[src/rtl/mips_defs.sv]
// Shared MIPS encodings for the multi-cycle control unit: opcodes, funcs,
// ALU/NPC/mux selects, FSM states and the decoder's instruction classes.
package mips_defs;

  localparam int unsigned OP_W  = 6;
  localparam int unsigned FN_W  = 6;
  localparam int unsigned SEL_W = 2;

  localparam logic [OP_W-1:0] OP_RTYPE = 6'h00;
  localparam logic [OP_W-1:0] OP_J     = 6'h02;
  localparam logic [OP_W-1:0] OP_JAL   = 6'h03;
  localparam logic [OP_W-1:0] OP_BEQ   = 6'h04;
  localparam logic [OP_W-1:0] OP_ORI   = 6'h0D;
  localparam logic [OP_W-1:0] OP_LUI   = 6'h0F;
  localparam logic [OP_W-1:0] OP_LW    = 6'h23;
  localparam logic [OP_W-1:0] OP_SW    = 6'h2B;

  localparam logic [FN_W-1:0] FN_NOP  = 6'h00;
  localparam logic [FN_W-1:0] FN_JR   = 6'h08;
  localparam logic [FN_W-1:0] FN_ADDU = 6'h21;
  localparam logic [FN_W-1:0] FN_SUBU = 6'h23;

  localparam logic [SEL_W-1:0] ALU_ADD = 2'd0;
  localparam logic [SEL_W-1:0] ALU_SUB = 2'd1;
  localparam logic [SEL_W-1:0] ALU_OR  = 2'd2;
  localparam logic [SEL_W-1:0] ALU_LUI = 2'd3;

  localparam logic [SEL_W-1:0] NPC_PC4    = 2'd0;
  localparam logic [SEL_W-1:0] NPC_BRANCH = 2'd1;
  localparam logic [SEL_W-1:0] NPC_JUMP   = 2'd2;
  localparam logic [SEL_W-1:0] NPC_JR     = 2'd3;

  localparam logic [SEL_W-1:0] DST_RT = 2'd0;
  localparam logic [SEL_W-1:0] DST_RD = 2'd1;
  localparam logic [SEL_W-1:0] DST_RA = 2'd2;

  localparam logic [SEL_W-1:0] WD_ALU = 2'd0;
  localparam logic [SEL_W-1:0] WD_DM  = 2'd1;
  localparam logic [SEL_W-1:0] WD_PC4 = 2'd2;

  typedef enum logic [3:0] {
    ST_FETCH,
    ST_DECODE,
    ST_EXE,
    ST_MEM_RD,
    ST_MEM_WR,
    ST_WB,
    ST_BRANCH,
    ST_JUMP,
    ST_HALT
  } state_e;

  typedef enum logic [3:0] {
    CL_ALU,
    CL_LW,
    CL_SW,
    CL_BEQ,
    CL_J,
    CL_JAL,
    CL_JR,
    CL_NOP,
    CL_ILL
  } iclass_e;

  typedef struct packed {
    logic             alu_src;
    logic [SEL_W-1:0] alu_op;
    logic             ext_op;
  } alu_ctrl_t;

endpackage

[src/rtl/mc_ctrl_decode.sv]
// Combinational op/func classifier: instruction class, R-type flag and the
// ALU source/operation/extension settings used from EXE onward.
module mc_ctrl_decode
  import mips_defs::*;
(
  input  logic [OP_W-1:0] op_i,
  input  logic [FN_W-1:0] func_i,
  output iclass_e         iclass_o,
  output logic            rtype_o,
  output alu_ctrl_t       alu_o
);

  always_comb begin
    iclass_o = CL_ILL;
    rtype_o  = 1'b0;
    alu_o    = '0;
    case (op_i)
      OP_RTYPE: begin
        rtype_o = 1'b1;
        case (func_i)
          FN_ADDU: begin
            iclass_o      = CL_ALU;
            alu_o.alu_op  = ALU_ADD;
          end
          FN_SUBU: begin
            iclass_o      = CL_ALU;
            alu_o.alu_op  = ALU_SUB;
          end
          FN_JR:   iclass_o = CL_JR;
          FN_NOP:  iclass_o = CL_NOP;
          default: iclass_o = CL_ILL;
        endcase
      end
      OP_ORI: begin
        iclass_o      = CL_ALU;
        alu_o.alu_src = 1'b1;
        alu_o.alu_op  = ALU_OR;
      end
      OP_LUI: begin
        iclass_o      = CL_ALU;
        alu_o.alu_src = 1'b1;
        alu_o.alu_op  = ALU_LUI;
      end
      OP_LW, OP_SW: begin
        iclass_o      = (op_i == OP_LW) ? CL_LW : CL_SW;
        alu_o.alu_src = 1'b1;
        alu_o.alu_op  = ALU_ADD;
        alu_o.ext_op  = 1'b1;
      end
      OP_BEQ:  iclass_o = CL_BEQ;
      OP_J:    iclass_o = CL_J;
      OP_JAL:  iclass_o = CL_JAL;
      default: iclass_o = CL_ILL;
    endcase
  end

endmodule

[src/rtl/mc_ctrl.sv]
// Multi-cycle MIPS control FSM: sequences fetch/decode/execute/memory/writeback,
// handshakes with variable-latency memory and counts retired instructions.
module mc_ctrl
  import mips_defs::*;
#(
  parameter bit          HALT_ON_ILLEGAL = 1'b1,
  parameter int unsigned CNT_W           = 32
) (
  input  logic             clk,
  input  logic             reset,
  input  logic [OP_W-1:0]  op,
  input  logic [FN_W-1:0]  func,
  input  logic             zero,
  input  logic             mem_ready,
  output logic             imem_req,
  output logic             dmem_req,
  output logic             dmem_we,
  output logic             pc_we,
  output logic             ir_we,
  output logic             reg_we,
  output logic [SEL_W-1:0] reg_dst,
  output logic [SEL_W-1:0] wd_sel,
  output logic             alu_src,
  output logic [SEL_W-1:0] alu_op,
  output logic             ext_op,
  output logic [SEL_W-1:0] npc_sel,
  output logic             halted,
  output logic [CNT_W-1:0] retired
);

  state_e           state_q, state_d;
  logic [CNT_W-1:0] retired_q, retired_d;
  logic             retire_c;
  iclass_e          iclass_c;
  logic             rtype_c;
  alu_ctrl_t        alu_c;

  mc_ctrl_decode u_decode (
    .op_i     (op),
    .func_i   (func),
    .iclass_o (iclass_c),
    .rtype_o  (rtype_c),
    .alu_o    (alu_c)
  );

  always_ff @(posedge clk or negedge reset) begin
    if (!reset) begin
      state_q   <= ST_FETCH;
      retired_q <= '0;
    end else begin
      state_q   <= state_d;
      retired_q <= retired_d;
    end
  end

  // Next-state and retirement; retire_c marks the last cycle of an instruction.
  always_comb begin
    state_d  = state_q;
    retire_c = 1'b0;
    case (state_q)
      ST_FETCH: if (mem_ready) state_d = ST_DECODE;
      ST_DECODE: begin
        case (iclass_c)
          CL_ALU, CL_LW, CL_SW: state_d = ST_EXE;
          CL_BEQ:               state_d = ST_BRANCH;
          CL_J, CL_JAL, CL_JR:  state_d = ST_JUMP;
          CL_NOP: begin
            state_d  = ST_FETCH;
            retire_c = 1'b1;
          end
          default: begin
            if (HALT_ON_ILLEGAL) begin
              state_d = ST_HALT;
            end else begin
              state_d  = ST_FETCH;
              retire_c = 1'b1;
            end
          end
        endcase
      end
      ST_EXE: begin
        case (iclass_c)
          CL_LW:   state_d = ST_MEM_RD;
          CL_SW:   state_d = ST_MEM_WR;
          default: state_d = ST_WB;
        endcase
      end
      ST_MEM_RD: if (mem_ready) state_d = ST_WB;
      ST_MEM_WR: begin
        if (mem_ready) begin
          state_d  = ST_FETCH;
          retire_c = 1'b1;
        end
      end
      ST_WB, ST_BRANCH, ST_JUMP: begin
        state_d  = ST_FETCH;
        retire_c = 1'b1;
      end
      ST_HALT: state_d = ST_HALT;
      default: state_d = ST_FETCH;
    endcase
    retired_d = retire_c ? retired_q + CNT_W'(1) : retired_q;
  end

  // Control outputs follow the current state; everything is forced low in reset.
  always_comb begin
    imem_req = 1'b0;
    dmem_req = 1'b0;
    dmem_we  = 1'b0;
    pc_we    = 1'b0;
    ir_we    = 1'b0;
    reg_we   = 1'b0;
    reg_dst  = DST_RT;
    wd_sel   = WD_ALU;
    alu_src  = 1'b0;
    alu_op   = ALU_ADD;
    ext_op   = 1'b0;
    npc_sel  = NPC_PC4;
    halted   = 1'b0;
    if (reset) begin
      case (state_q)
        ST_FETCH: begin
          imem_req = 1'b1;
          if (mem_ready) begin
            ir_we   = 1'b1;
            pc_we   = 1'b1;
            npc_sel = NPC_PC4;
          end
        end
        ST_EXE: begin
          alu_src = alu_c.alu_src;
          alu_op  = alu_c.alu_op;
          ext_op  = alu_c.ext_op;
        end
        ST_MEM_RD, ST_MEM_WR: begin
          dmem_req = 1'b1;
          dmem_we  = (state_q == ST_MEM_WR);
          alu_src  = alu_c.alu_src;
          alu_op   = alu_c.alu_op;
          ext_op   = alu_c.ext_op;
        end
        ST_WB: begin
          reg_we  = 1'b1;
          reg_dst = rtype_c ? DST_RD : DST_RT;
          wd_sel  = (iclass_c == CL_LW) ? WD_DM : WD_ALU;
          alu_src = alu_c.alu_src;
          alu_op  = alu_c.alu_op;
          ext_op  = alu_c.ext_op;
        end
        ST_BRANCH: begin
          alu_op  = ALU_SUB;
          ext_op  = 1'b1;
          pc_we   = zero;
          npc_sel = NPC_BRANCH;
        end
        ST_JUMP: begin
          pc_we   = 1'b1;
          npc_sel = (iclass_c == CL_JR) ? NPC_JR : NPC_JUMP;
          if (iclass_c == CL_JAL) begin
            reg_we  = 1'b1;
            reg_dst = DST_RA;
            wd_sel  = WD_PC4;
          end
        end
        ST_HALT: halted = 1'b1;
        default: ;
      endcase
    end
  end

  assign retired = retired_q;

endmodule

[config.mk]
export PLATFORM = sky130hd
export DESIGN_NAME = mc_ctrl
export DESIGN_NICKNAME = d
export VERILOG_FILES = /design/src/rtl/mips_defs.sv /design/src/rtl/mc_ctrl_decode.sv /design/src/rtl/mc_ctrl.sv
export SDC_FILE = /design/constraint.sdc
export NUM_CORES = 1
export LEC_CHECK = 0
export ABC_AREA = 1
export ABC_CLOCK_PERIOD_IN_PS = 1840
export BUFFER_PORTS_ARGS = -buffer_cell sky130_fd_sc_hd__buf_2
export CAP_MARGIN = 40
export CORE_UTILIZATION = 30
export CTS_CLUSTER_DIAMETER = 30
export DETAILED_ROUTE_END_ITERATION = 12
export PLACE_DENSITY = 0.56
export SLEW_MARGIN = 10
export SYNTH_ARGS = -nofsm -noshare
export SYNTH_HDL_FRONTEND = slang
export SYNTH_SLANG_ARGS = --single-unit
[constraint.sdc]
create_clock -name clk -period 1.84 [get_ports clk]
set_input_delay 0.368 -clock clk [delete_from_list [all_inputs] [get_ports clk]]
set_output_delay 0.368 -clock clk [all_outputs]
set_load 0.005 [all_outputs]
# [After elaboration in Yosys (flattened, before gate mapping)]
# Cells that the tools add are included.
[totals] inputBits=16 regBits=36 wordCells=93
[classes] n_eq_ne=28 n_mux=48 add_sub_neg=1 reduce_logical=14
[ops] operator="4-bit one-hot mux with 6 select lines" n=2
[ops] operator="32-bit by 1-bit adder with 32-bit output (second input constant)" n=1
[ops] operator="4-bit by 3-bit == test with 1-bit output (second input constant)" n=8
[ops] operator="1-bit 2-to-1 mux" n=25
[ops] operator="6-bit == test (second input constant)" n=4
[ops] operator="6-bit by 4-bit == test with 1-bit output (second input constant)" n=3
[ops] operator="4-bit by 2-bit == test with 1-bit output (second input constant)" n=4
[ops] operator="2-bit one-hot mux with 2 select lines" n=4
[ops] operator="4-bit one-hot mux with 4 select lines" n=1
[ops] operator="6-bit by 2-bit == test with 1-bit output (second input constant)" n=2
[ops] operator="6-bit logical NOT" n=2
[ops] operator="2-bit 2-to-1 mux" n=6
[ops] operator="4-bit 2-to-1 mux" n=3
[ops] operator="4-bit one-hot mux with 3 select lines" n=1
[ops] operator="3-bit OR reduction" n=3
[ops] operator="4-bit by 1-bit == test with 1-bit output (second input constant)" n=2
[ops] operator="4-bit logical NOT" n=2
[ops] operator="2-bit OR reduction" n=4
[ops] operator="4-bit OR reduction" n=2
[ops] operator="6-bit by 3-bit == test with 1-bit output (second input constant)" n=1
[ops] operator="2-bit inequality test (second input constant)" n=3
[ops] operator="1-bit one-hot mux with 3 select lines" n=2
[ops] operator="2-bit one-hot mux with 3 select lines" n=1
[ops] operator="3-bit one-hot mux with 2 select lines" n=1
[ops] operator="other kinds (3)" n=4

# [Longest topological paths before layout]
[depth] ltp_word=8 depth_mapped=13 ltp_nobuf=13

# [Cells and area by module]
# A second synthesis with hierarchy kept.
[unflattened] hier_cells=395 hier_area_um2=2573.7
[modules_own_cells] module="mc_ctrl" seq_area_each_um2=900.9 n_inst=1 area_each_um2=2338.5 cells_per_inst=348
[modules_own_cells] module="mc_ctrl_decode" seq_area_each_um2=0.0 n_inst=1 area_each_um2=235.2 cells_per_inst=47

# [Worst setup path before layout]
# OpenSTA, ideal clock, no wires.
[synth_path] kind="register to output" startpoint="register state_q[3]" endpoint="output wd_sel[1]" required_ps=1472 setup_slack_ps=132 stages_incl_launch_ff=7 n_path_buf=1 arrival_time_ps=1340 path_cell_list="dfrtp_1 nor2_1 inv_1 nor3_2 nand2_1 nor3_1 buf_4"
[synth_between] elab_chain_len=3 elab_cells_between_ends=4
[synth_rtl] item="start: declaration" line="mc_ctrl.sv:31" source="state_e state_q, state_d;"
[synth_rtl] item="start signal: assignment" line="mc_ctrl.sv:51" source="state_q <= state_d;"
[synth_rtl] item="4-bit by 3-bit == test with 1-bit output" line="mc_ctrl.sv:121" source="case (state_q)"
[synth_rtl] item="2-bit one-hot mux with 2 select lines *" line="mc_ctrl.sv:121"
[synth_rtl] item="2-bit 2-to-1 mux *" line="mc_ctrl.sv:120" source="if (reset) begin"
[synth_rtl] item="end: declaration" line="mc_ctrl.sv:22" source="output logic [SEL_W-1:0] wd_sel,"
# Mark *: on every way between the ends. The rest lies on a longest branch, timed or not.

# [Worst setup path in the final report]
[layout_path] startpoint="register state_q[2]" endpoint="output reg_we"
[layout_between] elab_chain_len=3 elab_cells_between_ends=4
[layout_rtl] item="4-bit by 3-bit == test with 1-bit output" line="mc_ctrl.sv:121"
[layout_rtl] item="1-bit one-hot mux with 2 select lines *" line="mc_ctrl.sv:121"
[layout_rtl] item="1-bit 2-to-1 mux *" line="mc_ctrl.sv:120"
[layout_rtl] item="end: declaration" line="mc_ctrl.sv:20" source="output logic reg_we,"
# Marks and branches as above.

==> metrics.md <==
| Metric | Value |
|---|---|
| Critical path, cell by cell | `inv_2 > nor2_4 > inv_4 > nor3_4 > nand2_2 > o31ai_2 > buf_2` |
| Filler cells | `822` |
| Initial antenna violation count | `0` |
| Hold Crit Class | `input pin to async pin` |
| Setup Slack @ Placement | `20.4 ps` |
| Post-DR wirelength/cell | `12.1 µm` |
| Flop pwr share | `50.4%` |
| Synth area leader | `dfrtp_1` |
| Yosys warns | `0` |
| Final setup fails | `10` |
| Clk buf depth | `2` |
| Post-Syn Area | `2450 µm²` |
| Final hold violation count | `0` |
| Fin crit share | `108%` |
| Skew final | `5.09 ps` |
| Synthesized flop and latch total | `36` |
| Gate power share | `5.8%` |
| Max Slew Vio Count | `0` |
| First-pass GRT wire length | `11200 µm` |
| Core Rows | `32` |
| Routed via count | `2554` |
| Die X | `92.3 µm` |
| Reg2reg setup slack | `100 ps` |
| Max_cap viols | `0` |
| Critical path class | `flip-flop to output port` |
| Post-DP HPWL | `5180 µm` |
| Sequential Area | `905 µm²` |
| RSZ-0062 raised after global routing | `true` |
| Yosys cell types | `30` |
| Internal power | `0.00122 W` |
| Failing checks | `setup timing` |
| Clock Power Share | `43.8%` |
| GRT met3 Usage | `3.78%` |
| Outcome | `finished with violations` |
| DRC violations left | `0` |
| Via density | `4.62` |
| Static Leak | `1.68 nW` |
| Worst Path Required | `1470 ps` |
| Vias in the first global route | `2442` |
| Crit-path max cell delay | `410 ps` |
| Post-Layout Cell Count | `553` |
| Cells after synthesis | `353` |
| Synth area leaders | `dfrtp_1, nand2_1, nor2_1` |
| Port Buffers | `64` |
| Syn nets | `370` |
| Largest net degree at the start of global routing | `33` |
| Crit. End Element | `output port` |
| Sw frac | `22.1%` |
| Synth Area per Inst | `6.93 µm²` |
| CP arrival | `1620 ps` |
| Global route total overflow | `0` |
| Layout cells sized above 1 | `34.4%` |
| Slew headroom | `72.1%` |
| Fmax | `503 MHz` |
| Num Clock Sinks | `36` |
| Register area share after synthesis | `36.8%` |
| M2 GR Usage | `24.9%` |
| PD cells | `464 nW/µm²` |
| GRT Util Overall | `16.3%` |
| Final #Nets | `467` |
| Final antenna-violating net count | `0` |
| Skew-Pair Late Insertion Delay | `290 ps` |
| Final Worst Setup Slack | `-149 ps` |
| Post-synth top area share | `36.8%` |
| DIE AREA | `8520 µm²` |
| RePlAce Congestion | `0.822` |
| Area growth syn-to-layout | `38.3%` |
| Slew @ Worst Pin | `418 ps` |
| Initial Util | `31.3%` |
| CTS Hold Bufs | `0` |
| Max IR drop VDD | `0.421 mV` |
| Minimum clock period | `1990 ps` |
| Pwr Total | `0.00157 W` |
| CTS Buf Count | `5` |
| Hold_ws | `38.0 ps` |
| CORE AREA | `7810 µm²` |
| CTS tree | `yes` |
| Crit Path Max Fanout | `3` |
| Area of the multi-input gates | `1470 µm²` |
| Initial drt markers | `108` |
| # H-tree levels | `2` |
| Pre-Repair DR Iteration Count | `4` |
| Grt met1 use | `22.5%` |
| DRT Wirelength | `6670 µm` |
| Slowest cell on the critical path | `dfrtp_1` |
| Antenna cells | `0` |
| Clock Pin Slew Worst Setup and Hold Paths | `70 ps` |
| Placed instance count | `531` |
| Chip height | `92.3 µm` |
| GRT Max-Usage Layer | `met2` |
| Root Buffer | `clkbuf_8` |
| CP startpoint kind | `flip-flop` |
| IO Pins | `65` |
| Net Switching | `0.000346 W` |
-- layout make-up --
class,instances,area share [%]
sequential,36,26.7
inverter,44,5.03
multi-input combinational,269,43.5
timing repair buffer,94,17.7
tap,102,3.77
clock buffer,6,2.14
clock inverter,2,1.04
-- layer usage --
layer  wire length, µm  vias to the layer above  part of all wire [%]
met5                 0                        -                     0
met4               174                        0                   2.6
met3               321                       14                   4.8
met2              3000                       55                    45
met1              3180                     1182                    48
li1                  -                     1303                     -
-- placed cells by master (no fill, tap or decap), types with 3 or more instances in the layout --
master / n
buf_12: 3
buf_2: 63
buf_4: 24
buf_6: 4
clkbuf_8: 5
dfrtp_1: 33
dfrtp_2: 3
inv_1: 31
inv_2: 11
nand2_1: 96
nand2_2: 6
nand3_1: 21
nand3_2: 3
nand4_1: 10
nor2_1: 44
nor2_2: 10
nor2_4: 9
nor3_1: 10
o21ai_1: 9
xnor2_1: 15
xor2_1: 14
-- state kept, by name, indices dropped and copies added (netlist names) --
signal	flops
state_q	4
retired	32
-- critical path: cells and delay by family, from the launching register on --
kind / cells / cell delay, ps
compound gates: 1 / 170
buf+inv: 3 / 280
simple gates: 3 / 470
flops: 1 / 410
-- repair_timing --
| item | CTS | global route |
|---|---|---|
| endpoints found under the hold margin | 0 | 0 |
| setup endpoints to repair | 12 | 18 |
| pin swaps | 8 | 16 |
| buffers inserted | 6 | 8 |
| gates resized for setup | 25 | 24 |
-- cells by family after synthesis --
| group | synth area share, % |
|---|---|
| xor+xnor | 10.4 |
| simple gates | 39.6 |
| fa+ha+maj | 0.511 |
| compound gates | 4.65 |
| flops | 36.8 |
| buf+inv | 8.03 |
-- power groups by stage --
stage	clock network, W	registers (W)	logic (W)
after floorplan	0	0.000806	0.0000298
after global placement	0	0.000806	0.0000875
after detailed placement	0	0.000806	0.0000897
after CTS	0.000706	0.000790	0.0000911
after global routing	0.000746	0.000790	0.000102
final	0.000688	0.000791	0.0000907
-- stage by stage --
stage	cell area [µm²]	setup TNS, ps	utilization [%]
2_1_floorplan	2450	0	-
3_3_place_gp	3010	0	38.5
3_5_place_dp	3010	0	38.5
4_1_cts	3230	-893	41.4
5_1_grt	3380	-2090	43.3
6_report	3380	-1070	43.3
-- worst paths after layout --
path | from | end | depth (start not counted)
setup / recovery | state_q[2] | reg_we | 7
hold / removal | reset | state_q[2] | 2
setup reg to reg | state_q[2] | retired[31] | 11
hold reg to reg | retired[18] | retired[18] | 1
max in group asynchronous | reset | retired[9] | 3
min in group clk | mem_ready | state_q[2] | 4
-- synthesized netlist by cell type (all sizes together) --
cell type,count
nand2,104
nor2,63
inv,44
dfrtp,36
nand3,24
xnor2,15
xor2,14
nor3,13
o21ai,12
nand4,10
buf,4
a21oi,3
and3,2
o31ai,2
a22oi,1
a311o,1
and2,1
ha,1
nand3b,1
o22ai,1
or2,1
No activity file was read; power rests on OpenSTA's default activity.
